## config.mk

```make
export PLATFORM = sky130hd
export DESIGN_NAME = spi_ram_arbiter
export DESIGN_NICKNAME = d
export VERILOG_FILES = /design/src/rtl/spi_ram_arbiter.sv
export SDC_FILE = /design/constraint.sdc
export NUM_CORES = 1
export LEC_CHECK = 0
export ABC_AREA = 1
export CORE_UTILIZATION = 45
export CTS_BUF_LIST = sky130_fd_sc_hd__clkbuf_8
export DETAILED_ROUTE_END_ITERATION = 7
export PLACE_DENSITY = 0.75
export SKIP_CTS_REPAIR_TIMING = 1
export SLEW_MARGIN = 40
export SYNTH_ARGS = -nofsm -noshare
export SYNTH_HDL_FRONTEND = slang
export SYNTH_SLANG_ARGS = --single-unit
```

## constraint.sdc

```tcl
create_clock -name clk -period 2.4 [get_ports clk]
set_input_delay 0.72 -clock clk [delete_from_list [all_inputs] [get_ports clk]]
set_output_delay 0.72 -clock clk [all_outputs]
set_load 0.1 [all_outputs]
```

## src/rtl/spi_ram_arbiter.sv

```systemverilog
// Two-master arbiter in front of a strobe/busy SPI RAM controller (m0 = CPU, m1 = loader/DMA).
// Define SPI_RAM_ARB_RR_EN for round-robin arbitration; otherwise m0 has fixed priority.
module spi_ram_arbiter #(
  parameter int AW = 20,
  parameter int DW = 32
) (
  input  logic          clk,
  input  logic          resetn,
  input  logic [AW-1:0] m0_addr,
  input  logic [DW-1:0] m0_wdata,
  input  logic          m0_rd,
  input  logic          m0_wr,
  output logic [DW-1:0] m0_rdata,
  output logic          m0_rbusy,
  output logic          m0_wbusy,
  input  logic [AW-1:0] m1_addr,
  input  logic [DW-1:0] m1_wdata,
  input  logic          m1_rd,
  input  logic          m1_wr,
  output logic [DW-1:0] m1_rdata,
  output logic          m1_rbusy,
  output logic          m1_wbusy,
  output logic [AW-1:0] s_addr,
  output logic [DW-1:0] s_wdata,
  output logic          s_rd,
  output logic          s_wr,
  input  logic [DW-1:0] s_rdata,
  input  logic          s_rbusy,
  input  logic          s_wbusy,
  output logic [1:0]    grant
);

  typedef enum logic [1:0] {
    IDLE,
    ISSUE,
    WAIT
  } state_t;

  state_t        state;
  logic          owner;
  logic          settle;
  logic          winner;
  logic          done;

  logic [1:0]    strobe_rd;
  logic [1:0]    strobe_wr;
  logic [AW-1:0] req_addr   [2];
  logic [DW-1:0] req_wdata  [2];

  logic [1:0]    pend;
  logic [1:0]    pend_wr;
  logic [AW-1:0] slot_addr  [2];
  logic [DW-1:0] slot_wdata [2];
  logic [1:0]    rbusy;
  logic [1:0]    wbusy;
  logic [DW-1:0] rdata      [2];

`ifdef SPI_RAM_ARB_RR_EN
  logic          last_grant;
`endif

  assign strobe_rd    = {m1_rd, m0_rd};
  assign strobe_wr    = {m1_wr, m0_wr};
  assign req_addr[0]  = m0_addr;
  assign req_addr[1]  = m1_addr;
  assign req_wdata[0] = m0_wdata;
  assign req_wdata[1] = m1_wdata;

  assign m0_rdata = rdata[0];
  assign m1_rdata = rdata[1];
  assign m0_rbusy = rbusy[0];
  assign m1_rbusy = rbusy[1];
  assign m0_wbusy = wbusy[0];
  assign m1_wbusy = wbusy[1];

  // Winner is only meaningful in IDLE when at least one slot is pending.
  always_comb begin
    winner = ~pend[0];
`ifdef SPI_RAM_ARB_RR_EN
    if (pend == 2'b11) winner = ~last_grant;
`endif
  end

  // settle masks the first WAIT cycle, where the slave has not yet raised busy.
  assign done = (state == WAIT) && !settle && !s_rbusy && !s_wbusy;

  // Per-port request slots; a strobe on an occupied slot is dropped.
  always_ff @(posedge clk or negedge resetn) begin
    if (!resetn) begin
      pend    <= '0;
      pend_wr <= '0;
      rbusy   <= '0;
      wbusy   <= '0;
      for (int i = 0; i < 2; i++) begin
        slot_addr[i]  <= '0;
        slot_wdata[i] <= '0;
        rdata[i]      <= '0;
      end
    end else begin
      for (int i = 0; i < 2; i++) begin
        if (done && (owner == i[0])) begin
          pend[i]  <= 1'b0;
          rbusy[i] <= 1'b0;
          wbusy[i] <= 1'b0;
          if (!pend_wr[i]) rdata[i] <= s_rdata;
        end else if (!pend[i] && (strobe_rd[i] || strobe_wr[i])) begin
          pend[i]      <= 1'b1;
          pend_wr[i]   <= strobe_wr[i];
          slot_addr[i] <= req_addr[i];
          rbusy[i]     <= ~strobe_wr[i];
          wbusy[i]     <= strobe_wr[i];
          if (strobe_wr[i]) slot_wdata[i] <= req_wdata[i];
        end
      end
    end
  end

  always_ff @(posedge clk or negedge resetn) begin
    if (!resetn) begin
      state   <= IDLE;
      owner   <= 1'b0;
      settle  <= 1'b0;
      s_addr  <= '0;
      s_wdata <= '0;
      s_rd    <= 1'b0;
      s_wr    <= 1'b0;
      grant   <= 2'b00;
`ifdef SPI_RAM_ARB_RR_EN
      last_grant <= 1'b1;
`endif
    end else begin
      case (state)
        IDLE: begin
          if (|pend) begin
            owner   <= winner;
            s_addr  <= slot_addr[winner];
            s_wdata <= slot_wdata[winner];
            grant   <= winner ? 2'b10 : 2'b01;
`ifdef SPI_RAM_ARB_RR_EN
            last_grant <= winner;
`endif
            state   <= ISSUE;
          end
        end
        ISSUE: begin
          s_rd   <= ~pend_wr[owner];
          s_wr   <= pend_wr[owner];
          settle <= 1'b1;
          state  <= WAIT;
        end
        WAIT: begin
          s_rd   <= 1'b0;
          s_wr   <= 1'b0;
          settle <= 1'b0;
          if (done) begin
            grant <= 2'b00;
            state <= IDLE;
          end
        end
        default: state <= IDLE;
      endcase
    end
  end

endmodule
```

## Word level (Yosys, flattened, before mapping)

Cells that the tools add are included.
Widths: inputs -> output; s select.

| word-level totals | value |
|---|---|
| bits of input ports | 144 |
| bits in latches | 0 |
| memory bits (writable) | 0 |
| bits in registers | 236 |
| ROM bits | 0 |
| memories | 0 |

| operators by class | value |
|---|---|
| div/mod/pow operators | 0 |
| shifts and indexed selects | 0 |
| reductions and logical operators | 29 |
| add/subtract/negate cells | 0 |
| eq/ne operators | 4 |
| muxes and demuxes | 29 |
| order comparisons | 2 |
| bitwise logic cells | 10 |
| multipliers | 0 |

Operator list:

| cell | count |
|---|---|
| $mux 32 | 3 |
| $mux 20 | 3 |
| $mux 1 | 14 |
| $reduce_and 2->1 | 6 |
| $not 1->1 | 9 |
| $reduce_and 3->1 | 3 |
| $mux 2 | 4 |
| $reduce_bool 2->1 | 4 |
| $logic_and 1x1->1 | 7 |
| $pmux 1 s2 | 3 |
| $pmux 2 s3 | 1 |
| $logic_not 1->1 | 5 |
| $ne 2x2->1 const B | 2 |
| $pmux 2 s2 | 1 |
| $eq 2x1->1 const B | 1 |
| $eq 2x2->1 const B | 1 |
| $ge 2x2->1 const B | 1 |
| $logic_not 2->1 | 1 |
| $logic_or 1x1->1 | 2 |
| $lt 1x2->1 const B | 1 |
| $not 1->2 | 1 |
| $reduce_or 2->1 | 1 |

## Longest topological paths before layout

| logic depth | value |
|---|---|
| word-level depth | 7 |
| depth in mapped cells | 9 |
| depth with buffers taken out | 8 |

## Worst setup path before layout

OpenSTA, ideal clock, no wires.

| timing path | value |
|---|---|
| path type | flip-flop to output port |
| from | reg rbusy[0] |
| to | out m0_rbusy |
| path slack | 782 ps |
| arrival | 898 ps |
| cell stages (with the launch flop) | 1 |
| cells stage by stage | dfrtp_1 |

RTL lines:

| element | line | text |
|---|---|---|
| start, declared | 54 | `logic [1:0] rbusy;` |
| start signal, assigned by index | 110 | `rbusy[i] <= ~strobe_wr[i];` |
| end, declared | 14 | `output logic m0_rbusy,` |

No word-level cell between the ends.

## Worst setup path in the final report

| timing path | value |
|---|---|
| from | reg s_wdata[0] |
| to | out s_wdata[0] |

RTL lines:

| element | line | text |
|---|---|---|
| start, declared | 24 | `output logic [DW-1:0] s_wdata,` |
| start signal, assigned | 137 | `s_wdata <= slot_wdata[winner];` |

No word-level cell between the ends.

==> run_results.csv <==
group,metric,value,unit
status,status,"complete, no violations",
clock_tree,cts_max_path_buffers,3,
worst_setup_path,path_max_fanout,2,
clock_tree,cts-root-buf,"clkbuf_8",
worst_setup_path,crit_path_cell_trace,"buf_4",
global_route,grt_pass1_vias,8513,
routing,drt_iter0_drc,456,
synthesis,ys_seq_area_share,59.1,%
placed_design,io_buffers,267,
placed_design,dp.final_hpwl,19000,microns
routing,vias_per_cell,5.13,
sta,rsz0062_at_grt,"no",
routing,drc,0,
worst_setup_path,worst-r2r-cell-count,4,
synthesis,synth_cells,1106,
sta,tightest_slew,0.582,ns
routing,vias,8676,
floorplanning,die_h,151,microns
finish,seq_area,5910,sq um
finish,drive_gt1_share,17.4,%
pwr,leakage,6.96,nW
worst_setup_path,slowest_delay,0.40,ns
synthesis,synth_top_area_share,59.1,%
routing,postRouteAntennaNets,0,
finish,fin_cells,1691,
pwr,design_power_total,22.4,mW
clock_tree,cts_tree,"yes",
floorplanning,die_w,151,microns
placed_design,gp_congestion,0.827,
floorplanning,start_util,45.9,%
finish,area.growth.synth_to_final,35.5,%
sta,period_share,82.1,%
routing,dr.pass1.iters,6,
sta,hold_viol,0,
worst_setup_path,reg2reg_setup_slack,0.65,ns
synthesis,syn_area,9980,sq um
finish,multiInputGateArea,3490,sq um
worst_setup_path,crit_end,"s_wdata[0]",
clock_tree,clk_latency,0.53,ns
synthesis,ys_ff_latch,236,
clock_tree,cts_sinks,236,
synthesis,ys_async_sr_fraction,100,%
clock_tree,htreeDepth,2,
sta,tns,0,ns
floorplanning,ioPinCount,268,
clock_tree,cts_buffers,42,
pwr,ir_worst_vdd,0.00107,V
synthesis,synth-edff-count,0,
synthesis,synth_cell_types,25,
finish,utilization,62.2,%
worst_setup_path,cp_slowest_cell,"dfrtp_1",
worst_setup_path,crit_required,1.68,ns
finish,nFillCells,1798,
sta,finalCriticalPeriod,1.97,ns
pwr,p_per_area,1660,nW/um^2
synthesis,yosysWarnings,0,
worst_setup_path,timing.rr.end,"s_wdata[18]",
sta,setup_violations,0,
global_route,grt_overflow,0,
synthesis,yosys-top-cells-count,"nand2_1, dfrtp_1, nor2_1",
worst_setup_path,crit_start,"s_wdata[0]",
global_route,antenna_found_initial,1,
floorplanning,dieArea,22800,sq um
global_route,grt_pass1_wl,43900,microns
worst_setup_path,cp.depth,1,
sta,slew-limit-headroom,61.2,%
synthesis,netlist.top_cell.by_area,"dfrtp_1",
synthesis,synth_top_cells_by_area,"dfrtp_1, nand2_1, nand4_1",
finish,nets,1525,
synthesis,post_synth.cell_area_avg,9.03,sq um
job,cap_viol_max_count,0,
routing,drt_wl_total,27600,microns
synthesis,synth_ff_type,"dfrtp_1",
sta,finalMaxSlewViolations,0,
clock_tree,cts.clk_slew.worst_paths,0.06,ns
sta,clock_skew,0.0173,ns
worst_setup_path,worstSetupPathType,"flip-flop to output pin",
worst_setup_path,worst-path-buf-inv,1,
worst_setup_path,crit_arrival,1.25,ns
floorplanning,num_rows,54,
synthesis,yosysMostFrequentCell,"nand2_1",
worst_setup_path,cp_top_family,"flip-flops",
global_route,grt_max_degree,77,
floorplanning,coreArea,21800,sq um
min_path,hold_class,"input pin to async pin",
worst_setup_path,start_kind,"flip-flop",
synthesis,synthesis.nets,1254,
sta,fmax,508,MHz
routing,wire_per_inst,16.3,microns
global_route,grt.total_usage,24.7,%
placed_design,placed_cells,1613,
worst_setup_path,crit_path_end_kind,"output pin",
worst_setup_path,reg2reg_from,"pend[0]",
## stage by stage
stage          hold WS (ns)  worst slack [ns]  cell area (sq um)
6_report              0.149             0.431              13500
3_3_place_gp          0.454             0.186              12600
3_5_place_dp          0.459             0.187              12600
5_1_grt               0.167             0.391              13500
2_1_floorplan         0.424             0.782               9980
4_1_cts               0.150             0.406              13500
## cells in the final DEF, fill, tap and decap left out, types with 2 or more instances in the layout
master,count
buf_4,147
o21ai_0,7
ha_1,4
clkinv_2,6
clkdlybuf4s50_1,142
nand2_2,2
nor2_1,108
buf_12,14
nor2_4,5
o21ai_1,2
inv_1,24
inv_2,3
nand3_2,2
nand3_4,2
nand2_1,475
dfrtp_1,235
o31ai_1,52
clkbuf_8,58
nand4_1,65
nand3_1,49
## where the power goes
group          switching, mW  internal, mW  total (mW)
Combinational           9.00          2.67        11.7
Clock                   1.62          2.25        3.88
Sequential              1.10          5.77        6.88
## logic make-up after synthesis
kind of cell	count (synthesis)	share of synthesized area, %
flops	236	59.1
compound gates	63	4.59
simple gates	711	29.8
fa+ha+maj	4	0.501
buf+inv	92	5.98
## worst min path at each step
stage / startpoint / endpoint / slack (ns) / depth (start not counted)
6_report: resetn / m0_rdata[18] / 0.15 / 1
5_1_grt: resetn / m1_rdata[11] / 0.17 / 1
4_1_cts: resetn / m0_rdata[18] / 0.15 / 1
3_5_place_dp: slot_wdata[61] / slot_wdata[61] / 0.46 / 2
3_3_place_gp: slot_addr[39] / slot_addr[39] / 0.45 / 2
2_1_floorplan: resetn / grant[0] / 0.42 / 0
## state kept, by name, indices dropped and copies added, names as in the netlist, 20 cells and up
name	cells
m0_rdata	32
m1_rdata	32
s_addr	20
s_wdata	32
slot_addr	40
slot_wdata	64
## final cells by class
cell class,instances,share of cell area [%]
inverter,15,0.416
clock inverter,19,0.777
clock buffer,58,5.90
multi-input combinational,778,25.8
tap,280,2.59
sequential,236,43.7
antenna,1,0.0185
timing repair buffer,304,20.8
## metal layers
metal	vias up	wire [microns]	global-route usage, %
li1	4147	-	-
met1	4154	11500	31.6
met2	330	13000	40.9
met3	45	2270	5.36
met4	0	776	9.70
met5	-	0	0
Note: power is estimated with default switching activity, not from simulation.
